## src/rtl/l0_feeder.sv

```systemverilog
// l0_feeder: streams a run of consecutive SRAM words into the L0 row FIFO.
// One read may be issued per cycle. Read data arrives one cycle later and is
// held in a 2-entry skid buffer, which L0 drains whenever it is ready.
// A read is only issued when the data it returns is guaranteed a free skid slot.
module l0_feeder #(
  parameter int ROW    = 8,
  parameter int BW     = 4,
  parameter int ADDR_W = 11,
  localparam int W     = ROW * BW
) (
  input  logic              i_clk,
  input  logic              i_reset,
  input  logic              i_start,
  input  logic [ADDR_W-1:0] i_base_addr,
  input  logic [ADDR_W:0]   i_num_words,
  output logic              o_sram_cen,
  output logic              o_sram_wen,
  output logic [ADDR_W-1:0] o_sram_a,
  input  logic [W-1:0]      i_sram_q,
  input  logic              i_l0_ready,
  output logic              o_l0_wr,
  output logic [W-1:0]      o_l0_in,
  output logic              o_busy,
  output logic              o_done
);

  typedef enum logic [1:0] {
    S_IDLE = 2'd0,
    S_RUN  = 2'd1,
    S_DONE = 2'd2
  } state_t;

  state_t              r_state;
  state_t              w_state_next;

  logic [ADDR_W-1:0]   r_base;
  logic [ADDR_W:0]     r_num;
  logic [ADDR_W:0]     r_ic;        // reads issued
  logic [ADDR_W:0]     r_wc;        // L0 writes done
  logic                r_inflight;  // a read was issued last cycle
  logic [1:0]          r_sc;        // skid occupancy, 0..2
  logic                r_rd_ptr;
  logic                r_wr_ptr;
  logic [W-1:0]        r_skid [2];
  logic [ADDR_W-1:0]   r_a_hold;    // last issued address

  logic                w_start_ok;
  logic                w_pop;
  logic                w_room;
  logic                w_issue;
  logic [ADDR_W-1:0]   w_addr;
  logic [ADDR_W:0]     w_wc_next;

  assign w_start_ok = (r_state == S_IDLE) && i_start;

  // L0 write whenever the skid holds a word and L0 can take it.
  assign w_pop = (r_sc != 2'd0) && i_l0_ready;

  // After this cycle's pop, skid words plus any pending read must leave a slot
  // for the read we are about to issue.
  assign w_room    = ({1'b0, r_sc} + {2'b00, r_inflight}) < (3'd2 + {2'b00, w_pop});
  assign w_issue   = (r_state == S_RUN) && (r_ic < r_num) && w_room;
  assign w_addr    = r_base + r_ic[ADDR_W-1:0];
  assign w_wc_next = r_wc + {{ADDR_W{1'b0}}, w_pop};

  assign o_sram_cen = ~w_issue;
  assign o_sram_wen = 1'b1;
  assign o_sram_a   = w_issue ? w_addr : r_a_hold;
  assign o_l0_wr    = w_pop;
  assign o_l0_in    = r_skid[r_rd_ptr];
  assign o_busy     = (r_state == S_RUN);
  assign o_done     = (r_state == S_DONE);

  // State register.
  always_ff @(posedge i_clk) begin
    if (i_reset) r_state <= S_IDLE;
    else         r_state <= w_state_next;
  end

  // Next-state logic: leave RUN the cycle the final L0 write happens.
  always_comb begin
    w_state_next = r_state;
    case (r_state)
      S_IDLE: begin
        if (i_start) w_state_next = (i_num_words == '0) ? S_DONE : S_RUN;
      end
      S_RUN: begin
        if (w_wc_next == r_num) w_state_next = S_DONE;
      end
      S_DONE:  w_state_next = S_IDLE;
      default: w_state_next = S_IDLE;
    endcase
  end

  // Transfer parameters latched on an accepted start; counters advance in RUN.
  always_ff @(posedge i_clk) begin
    if (i_reset) begin
      r_base <= '0;
      r_num  <= '0;
      r_ic   <= '0;
      r_wc   <= '0;
    end else if (w_start_ok) begin
      r_base <= i_base_addr;
      r_num  <= i_num_words;
      r_ic   <= '0;
      r_wc   <= '0;
    end else if (r_state == S_RUN) begin
      r_ic <= r_ic + {{ADDR_W{1'b0}}, w_issue};
      r_wc <= w_wc_next;
    end
  end

  // Address hold register keeps sram_a stable between reads.
  always_ff @(posedge i_clk) begin
    if (i_reset)      r_a_hold <= '0;
    else if (w_issue) r_a_hold <= w_addr;
  end

  // Read-latency tracking, skid occupancy and FIFO pointers.
  always_ff @(posedge i_clk) begin
    if (i_reset) begin
      r_inflight <= 1'b0;
      r_sc       <= 2'd0;
      r_rd_ptr   <= 1'b0;
      r_wr_ptr   <= 1'b0;
    end else begin
      r_inflight <= w_issue;
      r_sc       <= r_sc + {1'b0, r_inflight} - {1'b0, w_pop};
      if (r_inflight) r_wr_ptr <= ~r_wr_ptr;
      if (w_pop)      r_rd_ptr <= ~r_rd_ptr;
    end
  end

  // Skid entries: returning SRAM data lands in the tail slot.
  for (genvar gi = 0; gi < 2; gi++) begin : g_skid
    always_ff @(posedge i_clk) begin
      if (i_reset)                                  r_skid[gi] <= '0;
      else if (r_inflight && (r_wr_ptr == 1'(gi)))  r_skid[gi] <= i_sram_q;
    end
  end

endmodule

```

## config.mk

```make
export PLATFORM = sky130hd
export DESIGN_NAME = l0_feeder
export DESIGN_NICKNAME = d
export VERILOG_FILES = /design/src/rtl/l0_feeder.sv
export SDC_FILE = /design/constraint.sdc
export NUM_CORES = 1
export LEC_CHECK = 0
export ABC_AREA = 0
export BUFFER_PORTS_ARGS = -buffer_cell sky130_fd_sc_hd__buf_2
export CAP_MARGIN = 20
export CORE_MARGIN = 2
export CORE_UTILIZATION = 40
export CTS_BUF_LIST = sky130_fd_sc_hd__clkbuf_8
export DETAILED_ROUTE_END_ITERATION = 10
export GPL_ROUTABILITY_DRIVEN = 0
export GPL_TIMING_DRIVEN = 1
export HOLD_SLACK_MARGIN = 0.03
export PLACE_DENSITY_LB_ADDON = 0.05
export SYNTH_ARGS = -nofsm -noshare
export SYNTH_HDL_FRONTEND = slang
export SYNTH_SLANG_ARGS = --single-unit
```

## constraint.sdc

```tcl
create_clock -name i_clk -period 3.4 [get_ports i_clk]
set_input_delay 0.17 -clock i_clk [delete_from_list [all_inputs] [get_ports i_clk]]
set_output_delay 0.17 -clock i_clk [all_outputs]
set_load 0.01 [all_outputs]
```

# Word-level counts from Yosys, hierarchy flattened
# Memory sizes are Yosys's and may differ from the RTL's. A register that Yosys moved wholly into a read port is not among the register bits.
# Cells that the tools add are included.
# word_totals
ramBits	64
memories	1
register_bits	65
word_cells	58
out_inout_bits	48
inputBits	59
# classes
n_reduce_logical	11
n_lt_le_gt_ge	2
n_mux	17
add_sub_neg	7
eq_ne	5
bitwise	5
# memory_table
name	depth	width	read_ports	rd_clocked_by_memory_dff	write_ports	line_no	rtl
r_skid	2	32	1	1	2	44	logic [W-1:0] r_skid [2];
# op_table
cell	n
$mux 32	2
$add 12x1->12	2
$eq 12x12->1	1
$logic_not 12->1	1
$lt 12x12->1	1
$add 11x11->11	1
$mux 11	1
$mux 1	10
$logic_and 1x1->1	6
$mux 2	3
$pmux 2 s2	1
$add 2x1->3	1
$add 2x1->3 const A	1
$lt 3x3->1	1
$not 1->1	3
$add 2x1->2	1
$eq 2x1->1 const B	1
$eq 2x2->1 const B	1
$logic_not 2->1	1
$ne 2x1->1 const B	1
$ne 2x2->1 const B	1
$or 1x1->1	2
$reduce_and 2->1	1
$reduce_bool 2->1	1
other kinds (2)	2

# Logic depth before layout (Yosys ltp)
# logic_depth
word_depth	6
depth_mapped	13
ltp_nobuf	12

# Worst setup path before layout
# No wires, ideal clock.
# synth_path
path_type	register to register
from	reg r_num[10]
to	reg r_ic[10]
synth_period_minus_slack_ps	2700
arrival_time_ps	2573
path_buffers	1
required_ps	3272
setup_slack_ps	700
stages_incl_launch_ff	14
cell_sequence	dfxtp_1 -> inv_1 -> ha_1 -> a21o_2 -> a2111oi_4 -> nand2_2 -> nor3_4 -> buf_6 -> ha_1 -> ha_1 -> and3_1 -> nand4_1 -> xnor2_1 -> nor2_1
# synth_between
elab_chain_len	4
# synth_rtl
item	line_no	rtl
start: declaration	37	logic [ADDR_W:0] r_num;
start signal: assignment	104	r_num <= i_num_words;
$lt 12x12->1	62	assign w_issue = (r_state == S_RUN) && (r_ic < r_num) && w_room;
$logic_and 1x1->1 (2 in series)	62	
net w_issue	50	logic w_issue;
$add 12x1->12	108	r_ic <= r_ic + {{ADDR_W{1'b0}}, w_issue};
end signal: assignment	108	
end: declaration	38	logic [ADDR_W:0] r_ic;
# The timed path passes the listed nets, and every way through them passes these cells.
# A chain may end at the register's enable or synchronous reset.

# Final worst setup path
# layout_path
from	reg r_num[10]
to	out o_sram_a[6]
# layout_between
elab_chain_len	4
# layout_rtl
item	line_no	rtl
$lt 12x12->1	62	
$logic_and 1x1->1 (2 in series)	62	
$mux 11	n/a	
end: declaration	18	output logic [ADDR_W-1:0] o_sram_a,
# No other way between the ends.

==> impl_metrics.prom <==
# TYPE chip_impl_metric gauge
chip_impl_metric{name="die_h",unit="um"} 132
chip_impl_metric{name="cts_num_sinks",unit=""} 130
chip_impl_info{name="cp-start-kind",value="register"} 1
chip_impl_info{name="r2r_start",value="r_num[10]"} 1
chip_impl_metric{name="critical_path_arrival",unit="ps"} 2840
chip_impl_metric{name="maximum_operating_frequency",unit="MHz"} 332
chip_impl_metric{name="die_width",unit="um"} 132
chip_impl_info{name="hp-class",value="input port to register"} 1
chip_impl_metric{name="area.growth.synth_to_final",unit="%"} 26.5
chip_impl_metric{name="ys_types",unit=""} 56
chip_impl_metric{name="avgSynthCellArea",unit="um2"} 10.4
chip_impl_metric{name="power-per-cell-area",unit="mW/mm2"} 502
chip_impl_metric{name="multi_input_area",unit="mm2"} 0.00305
chip_impl_metric{name="initial_core_utilization",unit="%"} 41.0
chip_impl_metric{name="final_layout_size_suffix_gt1_share",unit="%"} 24.8
chip_impl_metric{name="post-synth-top-area-fraction",unit="%"} 29.4
chip_impl_metric{name="flop_and_latch_count_out_of_synthesis",unit=""} 130
chip_impl_metric{name="share_seq_of_total_power",unit="%"} 43.9
chip_impl_metric{name="synth-seq-area-share",unit="%"} 49.6
chip_impl_info{name="rsz_0062_raised_after_global_routing",value="false"} 1
chip_impl_metric{name="die-area",unit="mm2"} 0.0174
chip_impl_metric{name="grt_start_max_net_pins",unit=""} 35
chip_impl_metric{name="core_region_area",unit="mm2"} 0.0159
chip_impl_metric{name="clock_insertion_delay_worst_skew",unit="ps"} 450
chip_impl_metric{name="slew_violations",unit=""} 0
chip_impl_metric{name="htree_levels",unit=""} 4
chip_impl_info{name="worstSetupEndpoint",value="o_sram_a[6]"} 1
chip_impl_metric{name="global_route_wire_length_before_repair",unit="um"} 24100
chip_impl_metric{name="timing.final.crit_share",unit="%"} 88.5
chip_impl_metric{name="p_leak",unit="uW"} 0.00347
chip_impl_metric{name="drc_violation_count_after_routing",unit=""} 0
chip_impl_metric{name="worst_ir_drop_vdd",unit="mV"} 0.250
chip_impl_info{name="synth_ff_type",value="dfxtp_1"} 1
chip_impl_metric{name="antenna_left",unit=""} 0
chip_impl_metric{name="synth_edf_count",unit=""} 64
chip_impl_metric{name="floorplan.io_pins",unit=""} 107
chip_impl_info{name="cts_tree",value="done"} 1
chip_impl_metric{name="clkTransAtPathRegs",unit="ps"} 80
chip_impl_metric{name="place_area",unit="mm2"} 0.00725
chip_impl_info{name="critical_path.slowest_cell",value="dfxtp_1"} 1
chip_impl_metric{name="crit_buf_inv",unit=""} 3
chip_impl_metric{name="netlist_instances",unit=""} 630
chip_impl_metric{name="first_iter_violations",unit=""} 237
chip_impl_metric{name="worst-path-max-fanout",unit=""} 14
chip_impl_metric{name="largest_stage_delay_worst_path",unit="ps"} 370
chip_impl_metric{name="cts_made_buffers",unit=""} 17
chip_impl_info{name="crit_family",value="compound AO/OA/AOI/OAI gates"} 1
chip_impl_metric{name="fill_cells",unit=""} 1454
chip_impl_metric{name="std_cell_rows",unit=""} 46
chip_impl_metric{name="worstSetupPathDepth",unit=""} 9
chip_impl_metric{name="p_sw",unit="uW"} 1210
chip_impl_metric{name="power.clock.fraction",unit="%"} 33.4
chip_impl_info{name="type_of_element_capturing_the_critical_path",value="primary output"} 1
chip_impl_metric{name="postCtsSetupBuffers",unit=""} 0
chip_impl_info{name="synth_commonest_cells",value="and2_1 (76), nand2_1 (74), dfxtp_1 (66)"} 1
chip_impl_metric{name="share_comb_of_total_power",unit="%"} 22.6
chip_impl_metric{name="final-hold-violation-count",unit=""} 0
chip_impl_metric{name="synthesis.yosys.warnings",unit=""} 0
chip_impl_info{name="timing.setup.critical_path_class",value="register to primary output"} 1
chip_impl_metric{name="num_vias",unit=""} 4993
chip_impl_metric{name="grtUsageTotal",unit="%"} 17.5
chip_impl_metric{name="depth_of_the_worst_hold_timing_path",unit=""} 4
chip_impl_info{name="synth_top_cells_by_area",value="edfxtp_1 (29%), dfxtp_1 (20%), and2_1 (7.3%)"} 1
chip_impl_metric{name="wl_per_cell",unit="um"} 14.9
chip_impl_metric{name="number_of_antenna_violations_at_the_first_check_in_global_routing",unit=""} 0
chip_impl_metric{name="design.final.nets",unit=""} 875
chip_impl_metric{name="count_of_inserted_antenna_diode_cells",unit=""} 0
chip_impl_info{name="clockRootBuffer",value="clkbuf_8"} 1
chip_impl_metric{name="max-cap-violations",unit=""} 0
chip_impl_metric{name="detail_route.wirelength",unit="um"} 15100
chip_impl_metric{name="final_design_area_no_fill",unit="mm2"} 0.00827
chip_impl_metric{name="worstMarginPinSlew",unit="ps"} 932
chip_impl_metric{name="reg2reg_slack",unit="ps"} 690
chip_impl_metric{name="p_int",unit="uW"} 2940
chip_impl_info{name="cp-startpoint",value="r_num[10]"} 1
chip_impl_metric{name="post_cts_resized",unit=""} 0
chip_impl_info{name="reg2reg_to",value="r_ic[9]"} 1
chip_impl_metric{name="detailedRoute.firstPassIterationCount",unit=""} 4
chip_impl_metric{name="period_needed",unit="ps"} 3010
chip_impl_metric{name="area.sequential",unit="mm2"} 0.00324
chip_impl_metric{name="first_global_vias",unit=""} 4921
chip_impl_metric{name="reg2regPathDepth",unit=""} 10
chip_impl_metric{name="switching_share",unit="%"} 29.1
chip_impl_info{name="outcome",value="finished clean"} 1
chip_impl_metric{name="clk_path_buf_depth",unit=""} 2
chip_impl_metric{name="detailedPlacementHpwl",unit="um"} 10100
chip_impl_metric{name="syn_area",unit="mm2"} 0.00654
chip_impl_metric{name="total_gr_overflow",unit=""} 0
chip_impl_metric{name="postSynthNetCount",unit=""} 719
chip_impl_metric{name="post_drt_via_cell_ratio",unit=""} 4.92
chip_impl_metric{name="io_buffers",unit=""} 105
chip_impl_metric{name="fin_setup_tns",unit="ps"} 0
chip_impl_metric{name="timing.clock.skew",unit="ps"} 9.43
chip_impl_metric{name="async_flop_share",unit="%"} 0
chip_impl_metric{name="max-slew-margin-rel",unit="%"} 37.9
chip_impl_metric{name="setup_viol",unit=""} 0
chip_impl_info{name="critical_path.cell_chain",value="inv_1 -> ha_1 -> a21o_2 -> a2111oi_4 -> nand2_2 -> nor3_4 -> buf_4 -> mux2_2 -> buf_2"} 1
chip_impl_info{name="synth.most_common_cell",value="and2_1"} 1
chip_impl_metric{name="required",unit="ps"} 3230
chip_impl_info{name="synthDominantAreaCellType",value="edfxtp_1"} 1
-- final cells by class --
cell class	instances	share of cell area [%]
sequential	130	39.2
clock buffer	17	2.83
clock inverter	15	2.19
tap	216	3.27
inverter	26	1.18
timing repair buffer	170	14.4
multi-input combinational	441	36.9
-- flip-flops by register name (all words and copies together), names as in the netlist, named ones only --
register / cells
r_a_hold: 11
r_inflight: 1
r_skid: 64
r_num: 12
r_ic: 12
r_wr_ptr: 1
r_wc: 12
r_state: 2
r_rd_ptr: 1
r_sc: 2
r_base: 11
-- routing by layer --
| layer | global-route usage, % | part of all wire, % | vias to the layer above |
|---|---|---|---|
| li1 | - | - | 2502 |
| met1 | 21.0 | 45 | 2356 |
| met2 | 30.6 | 49 | 118 |
| met3 | 4.27 | 4.1 | 17 |
| met4 | 6.34 | 1.5 | 0 |
| met5 | 0 | 0 | - |
-- power groups by stage --
stage	clock network (uW)	registers (uW)	logic (uW)
after floorplan	0	1840	610
after global placement	0	1850	881
after detailed placement	0	1860	894
after CTS	1420	1820	947
after global routing	1490	1840	1030
final	1390	1820	940
-- repair_timing --
item,CTS,global route
hold buffers,54,1
hold endpoints to repair,86,1
setup endpoints to repair,0,0
-- kinds of logic (layout without fill, tap and decap cells) --
group	Yosys count	in the layout	share of synthesized area, %
and+or+nand+nor	239	239	19.0
DFF	130	130	49.6
AOI/OAI and AO/OA	85	85	8.48
buffers and inverters	59	228	3.71
xor gates and xnor gates	43	43	5.76
muxes	43	43	7.56
adders and majority gates	30	30	5.85
other	1	1	0.0573
-- how the worst min path moves through the flow --
stage                                from         to  slack (ps)
after floorplan            i_base_addr[0]  r_base[0]         310
after CTS                 i_num_words[11]  r_num[11]          30
final                          i_l0_ready   register         160
after global placement     i_base_addr[3]  r_base[3]         410
after detailed placement   i_base_addr[4]  r_base[4]         420
after global routing           i_l0_ready   r_rd_ptr         190
-- cell usage in the layout (no fill, tap or decap), types with 2 or more instances in the layout --
| cell type | n |
|---|---|
| buf_2 | 105 |
| and2_1 | 76 |
| nand2_1 | 74 |
| dfxtp_1 | 66 |
| edfxtp_1 | 64 |
| dlygate4sd3_1 | 55 |
| a21oi_1 | 41 |
| mux2_2 | 39 |
| nor2_1 | 31 |
| ha_1 | 29 |
| inv_1 | 27 |
| xnor2_1 | 24 |
| xor2_1 | 19 |
| clkbuf_8 | 17 |
| o21ai_0 | 12 |
| nand4_1 | 10 |
| and3_1 | 10 |
| nor4_1 | 8 |
| buf_4 | 8 |
| a21o_1 | 6 |
| nor3_1 | 6 |
| nand3_1 | 6 |
| inv_6 | 5 |
| a211oi_1 | 4 |
| clkinvlp_4 | 4 |
| mux2_4 | 3 |
| or3_1 | 3 |
| nor3b_1 | 3 |
| a31oi_1 | 3 |
| bufinv_16 | 3 |
| nand2b_1 | 2 |
| a2111oi_2 | 2 |
| o2111ai_1 | 2 |
| nor2b_1 | 2 |
| o21a_1 | 2 |
| and4_1 | 2 |
| buf_16 | 2 |
-- through the flow --
stage | hold WS [ps] | total power [uW] | setup slack [ps] | util [%] | std cells
after floorplan | 306 | 2450 | 700 | - | 630
after global placement | 411 | 2730 | 794 | 45.5 | 926
after detailed placement | 417 | 2750 | 725 | 45.5 | 926
after CTS | 30.4 | 4200 | 368 | 51.5 | 1012
after global routing | 189 | 4360 | 269 | 51.9 | 1015
final | 164 | 4150 | 390 | 51.9 | 1015
-- worst reg2reg max path, cell delays in order, from the launching register on --
cell and delay, ps:
dfxtp_1 370, inv_1 60, ha_1 320, a21o_2 240
a2111oi_4 340, nand2_2 110, nor3_4 140, ha_1 190
nand4_1 280, or3_1 420, a21oi_1 150
Power figures use the tool's default switching activity.
